<file path="src/rtl/inst_mem_loader_ctrl.sv">
// ============================================================================
// inst_mem_loader_ctrl: loads instruction words from a byte stream into
// instruction memory, then sequences run / single-step execution.
// Optional feature macro: LOAD_TIMEOUT_EN (inter-byte load timeout).
// Revision: 1.0
// ============================================================================
`default_nettype none

module inst_mem_loader_ctrl #(
  parameter int                  ADDRESS_BITS   = 8,
  parameter int                  DATA_BITS      = 32,
  parameter logic [DATA_BITS-1:0] HALT_WORD     = {DATA_BITS{1'b1}},
  parameter int                  TIMEOUT_CYCLES = 1000000
) (
  input  logic                    clk,
  input  logic                    rst,
  input  logic                    rx_done,
  input  logic [7:0]              rx_data,
  input  logic                    halt,
  output logic                    pipe_enable,
  output logic                    write_inst_mem,
  output logic [ADDRESS_BITS-1:0] inst_mem_addr,
  output logic [DATA_BITS-1:0]    inst_mem_data,
  output logic [ADDRESS_BITS:0]   loaded_words,
  output logic                    busy,
  output logic                    load_error
);

  localparam int                    BYTES    = DATA_BITS / 8;
  localparam int                    IDX_W    = (BYTES > 1) ? $clog2(BYTES) : 1;
  localparam logic [IDX_W-1:0]      LAST_IDX = IDX_W'(BYTES - 1);
  localparam logic [ADDRESS_BITS-1:0] ADDR_MAX = {ADDRESS_BITS{1'b1}};

  localparam logic [2:0] S_IDLE  = 3'd0;
  localparam logic [2:0] S_LOAD  = 3'd1;
  localparam logic [2:0] S_WRITE = 3'd2;
  localparam logic [2:0] S_RUN   = 3'd3;
  localparam logic [2:0] S_STEP  = 3'd4;

  logic [2:0]           state;
  logic [2:0]           state_nxt;
  logic [IDX_W-1:0]     byte_idx;
  logic [DATA_BITS-1:0] assembler;
  logic [DATA_BITS-1:0] shifted;
  logic                 timeout;

  // Bytes arrive MSB first, so each new byte shifts in at the bottom.
  assign shifted = (assembler << 8) | DATA_BITS'(rx_data);

`ifdef LOAD_TIMEOUT_EN
  localparam int CNT_W = $clog2(TIMEOUT_CYCLES + 1);
  logic [CNT_W-1:0] silence_cnt;

  always_ff @(posedge clk or negedge rst) begin
    if (!rst) begin
      silence_cnt <= '0;
    end else if (state != S_LOAD || rx_done) begin
      silence_cnt <= '0;
    end else begin
      silence_cnt <= silence_cnt + CNT_W'(1);
    end
  end

  assign timeout = (state == S_LOAD) && !rx_done &&
                   (silence_cnt == CNT_W'(TIMEOUT_CYCLES - 1));
`else
  // Feature disabled: LOAD waits indefinitely for the next byte.
  assign timeout = (TIMEOUT_CYCLES < 0);
`endif

  always_ff @(posedge clk or negedge rst) begin
    if (!rst) begin
      state <= S_IDLE;
    end else begin
      state <= state_nxt;
    end
  end

  always_comb begin
    state_nxt = state;
    case (state)
      S_IDLE: begin
        if (rx_done) begin
          case (rx_data)
            8'h01:   state_nxt = S_LOAD;
            8'h02:   state_nxt = S_RUN;
            8'h03:   state_nxt = S_STEP;
            default: state_nxt = S_IDLE;
          endcase
        end
      end
      S_LOAD: begin
        if (timeout) begin
          state_nxt = S_IDLE;
        end else if (rx_done && byte_idx == LAST_IDX) begin
          state_nxt = S_WRITE;
        end
      end
      S_WRITE: begin
        if (inst_mem_data == HALT_WORD || inst_mem_addr == ADDR_MAX) begin
          state_nxt = S_IDLE;
        end else begin
          state_nxt = S_LOAD;
        end
      end
      S_RUN:   if (halt) state_nxt = S_IDLE;
      S_STEP:  state_nxt = S_IDLE;
      default: state_nxt = S_IDLE;
    endcase
  end

  always_comb begin
    pipe_enable    = (state == S_RUN) || (state == S_STEP);
    write_inst_mem = (state == S_WRITE);
    busy           = (state != S_IDLE);
  end

  always_ff @(posedge clk or negedge rst) begin
    if (!rst) begin
      inst_mem_addr <= '0;
      inst_mem_data <= '0;
      loaded_words  <= '0;
      load_error    <= 1'b0;
      byte_idx      <= '0;
      assembler     <= '0;
    end else begin
      case (state)
        S_IDLE: begin
          if (rx_done && rx_data == 8'h01) begin
            inst_mem_addr <= '0;
            loaded_words  <= '0;
            load_error    <= 1'b0;
            byte_idx      <= '0;
            assembler     <= '0;
          end
        end
        S_LOAD: begin
          if (timeout) begin
            load_error <= 1'b1;
            byte_idx   <= '0;
            assembler  <= '0;
          end else if (rx_done) begin
            assembler <= shifted;
            if (byte_idx == LAST_IDX) begin
              inst_mem_data <= shifted;
              byte_idx      <= '0;
            end else begin
              byte_idx <= byte_idx + IDX_W'(1);
            end
          end
        end
        S_WRITE: begin
          loaded_words <= loaded_words + (ADDRESS_BITS + 1)'(1);
          if (inst_mem_data != HALT_WORD) begin
            if (inst_mem_addr == ADDR_MAX) begin
              load_error <= 1'b1;
            end else begin
              inst_mem_addr <= inst_mem_addr + ADDRESS_BITS'(1);
            end
          end
          // A byte arriving here is the first byte of the next word.
          if (rx_done) begin
            assembler <= shifted;
            byte_idx  <= byte_idx + IDX_W'(1);
          end
        end
        default: ;
      endcase
    end
  end

endmodule

`default_nettype wire

</file>
<file path="config.mk">
export PLATFORM = sky130hd
export DESIGN_NAME = inst_mem_loader_ctrl
export DESIGN_NICKNAME = d
export VERILOG_FILES = /design/src/rtl/inst_mem_loader_ctrl.sv
export SDC_FILE = /design/constraint.sdc
export NUM_CORES = 1
export LEC_CHECK = 0
export ABC_CLOCK_PERIOD_IN_PS = 2100
export BUFFER_PORTS_ARGS = -buffer_cell sky130_fd_sc_hd__buf_2
export CORE_MARGIN = 8
export CORE_UTILIZATION = 35
export CTS_CLUSTER_DIAMETER = 200
export DETAILED_ROUTE_END_ITERATION = 7
export GPL_TIMING_DRIVEN = 1
export PLACE_DENSITY = 0.64
export SKIP_LAST_GASP = 1
export SYNTH_ARGS = -nofsm -noshare
export SYNTH_HDL_FRONTEND = slang
export SYNTH_SLANG_ARGS = --single-unit
</file>
<file path="constraint.sdc">
create_clock -name clk -period 2.1 [get_ports clk]
set_input_delay 0.42 -clock clk [delete_from_list [all_inputs] [get_ports clk]]
set_output_delay 0.42 -clock clk [all_outputs]
set_load 0.02 [all_outputs]
</file>
; Word-level counts from Yosys, hierarchy flattened
; Cells that the tools add are included.
[classes]
addsub = 3
n_eq_ne = 21
bitwise = 1
muxes = 24
reduce_logical = 17
[op_table]
columns = op, count
row1 = two-way mux 24 bit, 2
row2 = one-hot mux 24 bit (2 select lines), 1
row3 = "equality test 32 bit, second input constant", 1
row4 = "!= test 32 bit, second input constant", 1
row5 = bitwise OR 32 x 8 -> 32 bit, 1
row6 = two-way mux 8 bit, 3
row7 = one-hot mux 9 bit (2 select lines), 1
row8 = "equality test 8 x 2 -> 1 bit, second input constant", 2
row9 = one-hot mux 8 bit (2 select lines), 1
row10 = "!= test 2 bit, second input constant", 7
row11 = one-hot mux 3 bit (4 select lines), 1
row12 = AND reduction 4 bit, 3
row13 = "adder 9 x 1 -> 9 bit, second input constant", 1
row14 = two-way mux 3 bit, 3
row15 = two-way mux 9 bit, 1
row16 = one-hot mux 3 bit (3 select lines), 1
row17 = AND reduction 3 bit, 3
row18 = "adder 8 x 1 -> 8 bit, second input constant", 1
row19 = "equality test 8 x 1 -> 1 bit, second input constant", 1
row20 = "equality test 8 bit, second input constant", 1
row21 = two-way mux 2 bit, 4
row22 = "equality test 3 x 2 -> 1 bit, second input constant", 2
row23 = "!= test 2 x 1 -> 1 bit, second input constant", 3
row24 = one-hot mux 2 bit (3 select lines), 1
row25 = other kinds (13), 20
[word_totals]
regBits = 79
out_inout_bits = 53
wordCells = 73
inputBits = 12

; Logic depth before layout (Yosys ltp)
[depth]
word_depth = 4
mapped_depth = 7

; Worst setup path before layout
; No wires, ideal clock.
[synth_path]
path_kind = reg-to-reg
from = register inst_mem_data[30]
to = register state[0]
period_less_slack_ps = 1820
arrival_ps = 1696
stages_incl_launch_ff = 6
slack_ps = 280
cell_sequence = dfrtp_1 > nand4_1 > nor4_1 > a21o_2 > a21oi_1 > a211o_1
[synth_between]
elab_chain_cells = 4
[synth_lines]
columns = item, line
row1 = from (decl), 23  ; output logic [DATA_BITS-1:0] inst_mem_data,
row2 = from (signal assigned), 145  ; inst_mem_data <= shifted;
row3 = equality test 32 bit, 100  ; if (inst_mem_data == HALT_WORD || inst_mem_addr == ADDR_MAX) begin
row4 = logical OR 1 bit, 100
row5 = two-way mux 1 bit, 100
row6 = one-hot mux 3 bit (4 select lines), 81  ; case (state)
row7 = to (signal assigned), 75  ; state <= state_nxt;
row8 = to (decl), 40  ; logic [2:0] state;
; Every way passes these cells.
; A chain may end at the register's enable or synchronous reset.

; Worst setup path in the final report
[layout_path]
from = register state[0]
to = output write_inst_mem
[layout_between]
elab_chain_cells = 1
[layout_lines]
columns = item, line
row1 = equality test 3 x 2 -> 1 bit, 114  ; write_inst_mem = (state == S_WRITE);
row2 = to (decl), 21  ; output logic write_inst_mem,
; Every way passes these cells.

==> impl_metrics.sql <==
INSERT INTO impl_metrics (metric_group, metric, value, unit) VALUES
('layout', 'final_core_utilization', '43.3', '%'),
('global_route', 'gr-usage-met3', '3.95', '%'),
('synth', 'yosys.area.top_type_share', '55.4', '%'),
('detailed_routing', 'detail_route.first_pass.iterations', '4', ''),
('worst_hold_path', 'worst_hold_path_type', 'in -> async', ''),
('clock_tree', 'ctsHoldBuffers', '0', ''),
('global_route', 'gr-usage-all-layers', '13.8', '%'),
('setup_path', 'path_buf_inv', '3', ''),
('layout', 'fill_cells', '1031', ''),
('setup_path', 'worstPathMaxFanout', '6', ''),
('synth', 'synth.net_count', '353', ''),
('floorplanning', 'floorplan.die_area', '13700', 'sq um'),
('detailed_routing', 'remaining_drcs', '0', ''),
('synth', 'synth_top_cell_by_area', 'sky130_fd_sc_hd__dfrtp_1', ''),
('setup_path', 'origin_of_the_worst_setup_path', 'state[0]$_DFFE_PN0P_', ''),
('sta', 'final_hold_slack', '0.0752', 'ns'),
('synth', 'netlist_cell_types', '50', ''),
('global_route', 'grt-busiest-layer', 'met2', ''),
('global_route', 'met1_usage', '18.9', '%'),
('detailed_routing', 'post_drt_wl_per_cell', '15.5', 'um'),
('clock_tree', 'numCtsBuffers', '9', ''),
('detailed_routing', 'detailedRoute.firstIterationViolations', '180', ''),
('detailed_routing', 'vias', '2799', ''),
('synth', 'synthMostInstantiatedCell', 'sky130_fd_sc_hd__dfrtp_1', ''),
('clock_tree', 'tritoncts_num_sinks', '79', ''),
('clock_tree', 'clock_edge_transition_at_the_registers_on_the_reported_setup_and_hold_paths', '0.09', 'ns'),
('job', 'maxCapViolCount', '0', ''),
('synth', 'yosys-top-cells-area', 'sky130_fd_sc_hd__dfrtp_1 (55%), sky130_fd_sc_hd__mux2_2 (10%), sky130_fd_sc_hd__nand2_1 (7.5%)', ''),
('power_and_ir_drop', 'power.static_leakage', '2.20', 'nW'),
('global_route', 'grt_pass1_wl', '14.6', 'mm'),
('layout', 'area.growth.synth_to_final', '22.4', '%'),
('clock_tree', 'ctsRootBufferMaster', 'sky130_fd_sc_hd__clkbuf_8', ''),
('sta', 'grt_setup_unrepaired', 'false', ''),
('placement', 'numPortBuffers', '64', ''),
('clock_tree', 'htree_levels', '3', ''),
('clock_tree', 'tritoncts', 'yes', ''),
('power_and_ir_drop', 'cellPowerDensity', '1110', 'nW/um^2'),
('global_route', 'gr-total-overflow', '0', ''),
('layout', 'layout.nets', '433', ''),
('clock_tree', 'worst_skew_pair.late_latency', '0.35', 'ns'),
('setup_path', 'required', '1.68', 'ns'),
('placement', 'gp_congestion', '0.820', ''),
('setup_path', 'path_delay_family', 'flip-flops', ''),
('synth', 'ys_top_cells_by_count', 'sky130_fd_sc_hd__dfrtp_1 (79), sky130_fd_sc_hd__nand2_1 (71), sky130_fd_sc_hd__nand3_1 (36), sky130_fd_sc_hd__mux2_2 (32), sky130_fd_sc_hd__nor2_1 (19)', ''),
('clock_tree', 'clk_path_buf_depth', '2', ''),
('sta', 'final.period_utilization', '95.5', '%'),
('sta', 'finalWorstSetupSlack', '0.0951', 'ns'),
('setup_path', 'crit-reg2reg-launch', 'state[0]$_DFFE_PN0P_', ''),
('setup_path', 'library_cell_contributing_the_largest_single_delay_on_the_critical_path', 'sky130_fd_sc_hd__dfrtp_2', ''),
('setup_path', 'worst-setup-path-type', 'reg -> out', ''),
('placement', 'dp_hpwl', '6.16', 'mm'),
('sta', 'final_period_minus_worst_setup_slack', '2.00', 'ns'),
('layout', 'n_diodes', '0', ''),
('global_route', 'antenna_found_initial', '0', ''),
('synth', 'ys_ff_latch', '79', ''),
('global_route', 'grt_start_max_net_pins', '47', ''),
('setup_path', 'timing.critical_path.to_type', 'output port', ''),
('setup_path', 'cp_data_arrival_time', '1.58', 'ns'),
('synth', 'postSynthCellCount', '338', ''),
('placement', 'pre_cts_slack', '0.112', 'ns'),
('global_route', 'globalRouteMet2Util', '20.5', '%'),
('layout', 'drive_above_1_share', '34.6', '%'),
('synth', 'synthFlopType', 'sky130_fd_sc_hd__dfrtp_1', ''),
('synth', 'fraction_of_registers_with_async_set_reset', '100', '%'),
('outcome', 'outcome', 'finished, final reports clean', ''),
('power_and_ir_drop', 'vdd_ir_drop_max', '0.000540', 'V'),
('floorplanning', 'num_io_pins', '65', ''),
('setup_path', 'cp_slowest_stage_delay', '0.45', 'ns'),
('synth', 'synth_area_per_cell', '10.6', 'sq um'),
('floorplanning', 'placement_rows', '37', ''),
('floorplanning', 'core_area', '10100', 'sq um');
-- stage by stage --
step                instance area, sq um  power, mW
global route                        4370       5.19
CTS                                 4330       4.87
finish                              4370       4.85
global placement                    4120       3.68
detailed placement                  4120       3.73
floorplan                           3570       3.17
-- logic make-up after synthesis --
logic type / count (synthesis) / share of synthesized area [%]
flops: 79 / 55.4
simple gates: 157 / 21.0
buf+inv: 21 / 2.84
fa+ha+maj: 3 / 1.05
mux: 33 / 10.4
xor+xnor: 1 / 0.245
compound gates: 44 / 9.11
-- final timing paths --
kind	endpoint	slack, ns	cells after the start
setup reg to reg	inst_mem_addr[5]$_DFFE_PN0P_	0.14	8
max in group asynchronous	assembler[22]$_DFFE_PN0P_	1.41	2
hold reg to reg	assembler[16]$_DFFE_PN0P_	0.47	2
setup / recovery	write_inst_mem	0.1	4
hold / removal	inst_mem_data[27]$_DFFE_PN0P_	0.08	1
min in group clk	assembler[3]$_DFFE_PN0P_	0.33	3
-- final cells by class --
class	instances	area [sq um]	area share (%)
clock buffers	10	138	3.15
clock inverters	5	58.8	1.35
inverters	6	22.5	0.515
multi-input cells	238	1510	34.4
flip-flops and latches	79	1980	45.3
well taps	136	170	3.89
repair buffers	84	498	11.4
-- worst register-to-register path, stage by stage (launching register included) --
cell	delay [ns]
sky130_fd_sc_hd__dfrtp_2	0.45
sky130_fd_sc_hd__buf_4	0.16
sky130_fd_sc_hd__or3b_1	0.37
sky130_fd_sc_hd__inv_2	0.09
sky130_fd_sc_hd__buf_4	0.14
sky130_fd_sc_hd__a41oi_2	0.07
sky130_fd_sc_hd__a31oi_4	0.26
sky130_fd_sc_hd__nand2_2	0.13
sky130_fd_sc_hd__o22a_1	0.18
-- flip-flops by register name (all words and copies together) (netlist names) --
| name | count |
|---|---|
| assembler | 24 |
| byte_idx | 2 |
| inst_mem_addr | 8 |
| inst_mem_data | 32 |
| load_error | 1 |
| loaded_words | 9 |
| state | 3 |
-- report_power, final --
| part | internal, mW | switching, mW |
|---|---|---|
| registers | 1.92 | 0.380 |
| logic | 0.556 | 0.879 |
| clock network | 0.574 | 0.541 |
-- what timing repair did --
| action | CTS | global route |
|---|---|---|
| setup buffers | 2 | 4 |
| pin swaps | 0 | 0 |
| resized for setup | 1 | 1 |
| setup endpoints to repair | 1 | 33 |
| hold endpoints to repair | 0 | 0 |
-- placed cells by master, fill, tap and decap left out, drive strengths merged, types with 2 or more instances in the layout --
master and n:
dfrtp 79, nor3b 2, buf 84, ha 3, a21oi 9, or3 2, o22ai 3, o22a 5
clkinv 2, nand3 36, clkbuf 10, nand2 72, nor2 19, inv 6, a21o 2, and3b 2
mux2 32, nor4 4, nand4 8, o21ai 12, a22oi 2, o41ai 2, nor3 5, a41oi 2
clkinvlp 2, nor2b 2
-- metal layers --
| layer | vias to the layer above | wire, um |
|---|---|---|
| met5 | - | 0 |
| met4 | 0 | 93 |
| met3 | 6 | 474 |
| met2 | 66 | 3970 |
| met1 | 1373 | 4110 |
| li1 | 1354 | - |
Power figures use the tool's default switching activity.
